File: config.mk
export PLATFORM = sky130hd
export DESIGN_NAME = mul_unit
export DESIGN_NICKNAME = d
export VERILOG_FILES = /design/src/rtl/mul_pkg.sv /design/src/rtl/mul_unit.sv
export SDC_FILE = /design/constraint.sdc
export NUM_CORES = 1
export LEC_CHECK = 0
export BUFFER_PORTS_ARGS = -buffer_cell sky130_fd_sc_hd__buf_2
export CAP_MARGIN = 20
export CORE_AREA = 2 2 127 252
export CTS_CLUSTER_DIAMETER = 50
export DETAILED_ROUTE_END_ITERATION = 6
export DIE_AREA = 0 0 129 254
export PLACE_DENSITY = 0.69
export RECOVER_POWER = 100
export SETUP_SLACK_MARGIN = 0.05
export SLEW_MARGIN = 10
export SYNTH_ARGS = -nofsm -noshare
export SYNTH_HDL_FRONTEND = slang
export SYNTH_SLANG_ARGS = --single-unit
File: constraint.sdc
create_clock -name clk -period 5.8 [get_ports clk]
set_clock_uncertainty 0.1 [all_clocks]
set_input_delay 0.58 -clock clk [delete_from_list [all_inputs] [get_ports clk]]
set_output_delay 0.58 -clock clk [all_outputs]
set_load 0.03 [all_outputs]
File: src/rtl/mul_pkg.sv
// Shared types and constants for the iterative HI/LO multiplier.
package mul_pkg;

  typedef enum logic [1:0] {
    ST_IDLE = 2'd0,
    ST_CALC = 2'd1,
    ST_SIGN = 2'd2
  } mul_state_e;

  localparam int MUL_ITER_DEF = 32;
  localparam int CNT_W        = 6;

  // Magnitude of a 32-bit operand; 0x80000000 maps to unsigned 2^31.
  function automatic logic [31:0] mag32(input logic [31:0] v, input logic sgn);
    return (sgn && v[31]) ? (~v + 32'd1) : v;
  endfunction

endpackage

File: src/rtl/mul_unit.sv
// Radix-2 shift-add multiplier feeding the architectural HI/LO registers.
//
// state   | meaning
// --------+-------------------------------------------------------------
// IDLE    | waiting for start; MTHI/MTLO writes accepted here
// CALC    | one shift-add step per edge, MUL_ITER edges in total
// SIGN    | apply sign to the unsigned product and commit to HI/LO
module mul_unit
  import mul_pkg::*;
#(
  parameter int MUL_ITER = MUL_ITER_DEF
) (
  input  logic        clk,
  input  logic        rst,
  input  logic        start,
  input  logic        is_signed,
  input  logic [31:0] src_a,
  input  logic [31:0] src_b,
  input  logic        flush,
  input  logic [1:0]  hilo_we,
  input  logic [31:0] hilo_wdata,
  output logic        busy,
  output logic        done,
  output logic [31:0] hi,
  output logic [31:0] lo
);

  localparam logic [CNT_W-1:0] CNT_LAST = CNT_W'(MUL_ITER - 1);

  mul_state_e       state_q, state_d;
  logic [CNT_W-1:0] cnt_q, cnt_d;
  logic [63:0]      acc_q, acc_d;
  logic [63:0]      mcand_q, mcand_d;
  logic [31:0]      mplier_q, mplier_d;
  logic             neg_q, neg_d;
  logic [31:0]      hi_q, hi_d;
  logic [31:0]      lo_q, lo_d;
  logic             done_q, done_d;

  logic [63:0]      acc_sum;
  logic [63:0]      product;

  assign acc_sum = acc_q + mcand_q;
  assign product = neg_q ? (~acc_q + 64'd1) : acc_q;

  always_comb begin
    state_d  = state_q;
    cnt_d    = cnt_q;
    acc_d    = acc_q;
    mcand_d  = mcand_q;
    mplier_d = mplier_q;
    neg_d    = neg_q;
    hi_d     = hi_q;
    lo_d     = lo_q;
    done_d   = 1'b0;

    unique case (state_q)
      ST_IDLE: begin
        if (hilo_we[1]) hi_d = hilo_wdata;
        if (hilo_we[0]) lo_d = hilo_wdata;
        if (start && !flush) begin
          mcand_d  = {32'd0, mag32(src_a, is_signed)};
          mplier_d = mag32(src_b, is_signed);
          neg_d    = is_signed & (src_a[31] ^ src_b[31]);
          acc_d    = '0;
          cnt_d    = '0;
          state_d  = ST_CALC;
        end
      end
      ST_CALC: begin
        if (flush) begin
          state_d = ST_IDLE;
        end else begin
          if (mplier_q[0]) acc_d = acc_sum;
          mcand_d  = mcand_q << 1;
          mplier_d = mplier_q >> 1;
          cnt_d    = cnt_q + CNT_W'(1);
          if (cnt_q == CNT_LAST) state_d = ST_SIGN;
        end
      end
      ST_SIGN: begin
        state_d = ST_IDLE;
        if (!flush) begin
          {hi_d, lo_d} = product;
          done_d       = 1'b1;
        end
      end
      default: state_d = ST_IDLE;
    endcase
  end

  always_ff @(posedge clk) begin
    if (rst) begin
      state_q  <= ST_IDLE;
      cnt_q    <= '0;
      acc_q    <= '0;
      mcand_q  <= '0;
      mplier_q <= '0;
      neg_q    <= 1'b0;
      hi_q     <= '0;
      lo_q     <= '0;
      done_q   <= 1'b0;
    end else begin
      state_q  <= state_d;
      cnt_q    <= cnt_d;
      acc_q    <= acc_d;
      mcand_q  <= mcand_d;
      mplier_q <= mplier_d;
      neg_q    <= neg_d;
      hi_q     <= hi_d;
      lo_q     <= lo_d;
      done_q   <= done_d;
    end
  end

  assign busy = (state_q != ST_IDLE);
  assign done = done_q;
  assign hi   = hi_q;
  assign lo   = lo_q;

endmodule
==> flow_summary.toml <==
[run_status]
status = "finished with violations"
violations = "max-capacitance violations, max-slew violations"

[placement]
gp_congestion = 0.952
numPortBuffers = 168
placed_area_sq_um = 16200
place_hpwl_um = 37100

[synthesis]
synth_area_leader_cell = "dfxtp_1"
synth_edf_count = 0
ys_warn_count = 0
syn_area_sq_um = 15200
async_flop_share_pct = 0
synth_top_cell_area_share_pct = 30.8
yosysMostFrequentCell = "nor2_1"
yosysUniqueCellTypes = 66
syn_nets = 2220
synthFlopType = "dfxtp_1"
ys_ff_latch = 234
synth_area_leaders = "dfxtp_1, a21oi_1, nor2_1, ha_1, xnor2_1"
synth_seq_area_share_pct = 30.8
synthCells = 2049
syn_area_per_cell_sq_um = 7.43
synth_common_cells = "nor2_1, a21oi_1, dfxtp_1, nand2_1, clkbuf_1"

[detailed_routing]
ant_nets = 0
wl_per_cell_um = 19.2
routed_wl_um = 49000
dr.pass1.iters = 5
drc_errors = 0
viasPerCell = 5.99
via_count = 15300
first_iter_violations = 1000

[cts]
post_cts_buffers = 0
cts_num_sinks = 234
path_clk_slew_ps = 60
htree_num_levels = 1
clk_latency_ps = 540
cts.path.max_buffers = 3
cts_tree = "built"
cts_buffers = 24
hold_buffers = 0
cts-resized-gates = 0
clockRootBuffer = "clkbuf_16"

[timing]
hold_viol = 0
setup_viol = 0
fin_crit_sh_pct = 71.5
worst_pin_slew_ps = 3210
finalMaxSlewViolations = 391
min_period_ps = 4150
maxSlewHeadroom_pct = -114
rsz0062_at_grt = "false"
clock.fmax_ghz = 0.241
fin_setup_tns_ps = 0

[die]
num_io_pins = 169
die_area_sq_um = 32800
initial_core_util_pct = 49.4
fp.dieH_um = 254
core_area_sq_um = 30900
dieWidth_um = 129
rows = 91

[worst_setup_path]
start_kind = "flop"
critPathKind = "reg -> reg"
cp_top_family = "buffers and inverters"
end_kind = "flop"
cp_max_fo = 57
worstPathRequired_ps = 6040
cp_cell_sequence = "clkinv_1 -> nand2_1 -> clkbuf_1 -> a21oi_1 -> a21oi_1 -> nor2_1"
cp.arrival_ps = 4390
path_buf_inv = 2
cp_common_cell = "a21oi_1"
slowest_stage = "clkbuf_1"
slowest_delay_ps = 1900

[grt]
grt_pass1_vias = 14700
grt-ovfl-total = 0
grt_max_degree = 109
antenna_found_initial = 0
grt_util_all_layers_pct = 29.4
grt_pass1_wl_um = 76800

[power]
pwr-share-comb_pct = 14.0
p_clk_share_pct = 41.7
vdd_drop_max_mv = 0.197
p_leak_uw = 0.00693
power_switching_share_pct = 28.6
p_sw_uw = 1110
power_frac_seq_pct = 44.2
p_int_uw = 2760
powerDensity_nw_per_um2 = 229

[run]
maxCapViolCount = 5

[final_layout]
n_antenna_cell = 0
design_area_sq_um = 16900
syn_to_final_growth_pct = 11.0
drive_above_1_share_pct = 7.91
fin_nets = 2291
fill_cells = 3099

[min_path]
hp-class = "in -> reg"
## final cells by class
class                      count  area (sq um)  share of cell area [%]
multi-input combinational   1644          9910                    58.6
sequential                   234          4690                    27.7
timing repair buffer         184           873                    5.16
clock buffer                  32           682                    4.03
tap                          418           523                    3.09
inverter                      32           120                   0.710
clock inverter                11           119                   0.703
## stage by stage
| step | worst slack (ps) | util [%] | total power [uW] | instances | hold slack (ps) |
|---|---|---|---|---|---|
| finish | 1650 | 54.8 | 3870 | 2555 | 251 |
| global route | 1370 | 54.8 | 4020 | 2555 | 254 |
| CTS | 1950 | 55.2 | 3910 | 2553 | 221 |
| detailed placement | 1980 | 52.6 | 2290 | 2510 | 339 |
| global placement | 2030 | 52.6 | 2280 | 2510 | 329 |
| floorplan | 2720 | - | 2110 | 2049 | 344 |
## sequential cells by signal, summed over array words and instances, names as in the netlist
| name | count |
|---|---|
| acc_q | 64 |
| cnt_q | 6 |
| done | 1 |
| hi | 32 |
| lo | 32 |
| mcand_q | 64 |
| mplier_q | 32 |
| neg_q | 1 |
| state_q | 2 |
## tightest hold or removal path, delay by kind of cell
family,cells,cell delay [ps]
simple gates,1,60
compound gates,1,80
buf+inv,1,130
## kinds of logic (layout without fill, tap and decap cells)
logic type      count (synthesis)  count (layout)  share of synthesized area (%)
compound gates                690             690                           28.2
mux                             2               2                          0.131
flops                         234             234                           30.8
fa+ha+maj                      68              68                           5.63
xor+xnor                      178             178                           10.2
buf+inv                       171             259                           4.25
simple gates                  706             706                           20.8
## power by group through the flow
stage               clock (uW)  combinational, uW  sequential, uW
detailed placement           0                544            1750
finish                    1610                543            1710
global route              1700                599            1720
global placement             0                536            1750
floorplan                    0                326            1790
CTS                       1650                545            1710
## placed cells by master, fill, tap and decap left out, drive strengths merged, types with 4 or more instances in the layout
cell / instances
a22o: 4
buf: 112
nor3b: 5
nand2b: 10
nor4: 14
o21ai: 117
o31ai: 29
nor3: 31
and2: 7
a22oi: 29
a31oi: 12
nand3: 53
ha: 67
dfxtp: 234
inv: 34
a211oi: 101
nand4: 26
nor2: 299
and3: 13
o21a: 7
nor2b: 6
o21bai: 17
or2: 9
clkbuf: 104
or4: 15
a21boi: 4
a2111oi: 4
clkinv: 7
nand2: 188
o211ai: 7
o41ai: 27
a311oi: 7
xor2: 89
a21oi: 265
xnor2: 89
or3: 23
a21o: 40
## per-layer routing
| metal | global-route usage [%] | share of wire (%) | up-vias |
|---|---|---|---|
| met3 | 3.07 | 4.0 | 157 |
| li1 | - | - | 7516 |
| met2 | 54.8 | 52 | 458 |
| met1 | 30.1 | 36 | 7174 |
| met5 | 0 | 0 | - |
| met4 | 20.2 | 7.6 | 0 |
## worst paths after layout
check | slack, ps | cells past startpoint | start | endpoint
setup reg to reg | 1650 | 6 | state_q[0] | lo[26]
setup / recovery | 1650 | 6 | state_q[0] | lo[26]
hold / removal | 250 | 3 | src_b[0] | mplier_q[0]
hold reg to reg | 350 | 1 | hi[23] | hi[23]
Note: power is estimated with default switching activity, not from simulation.
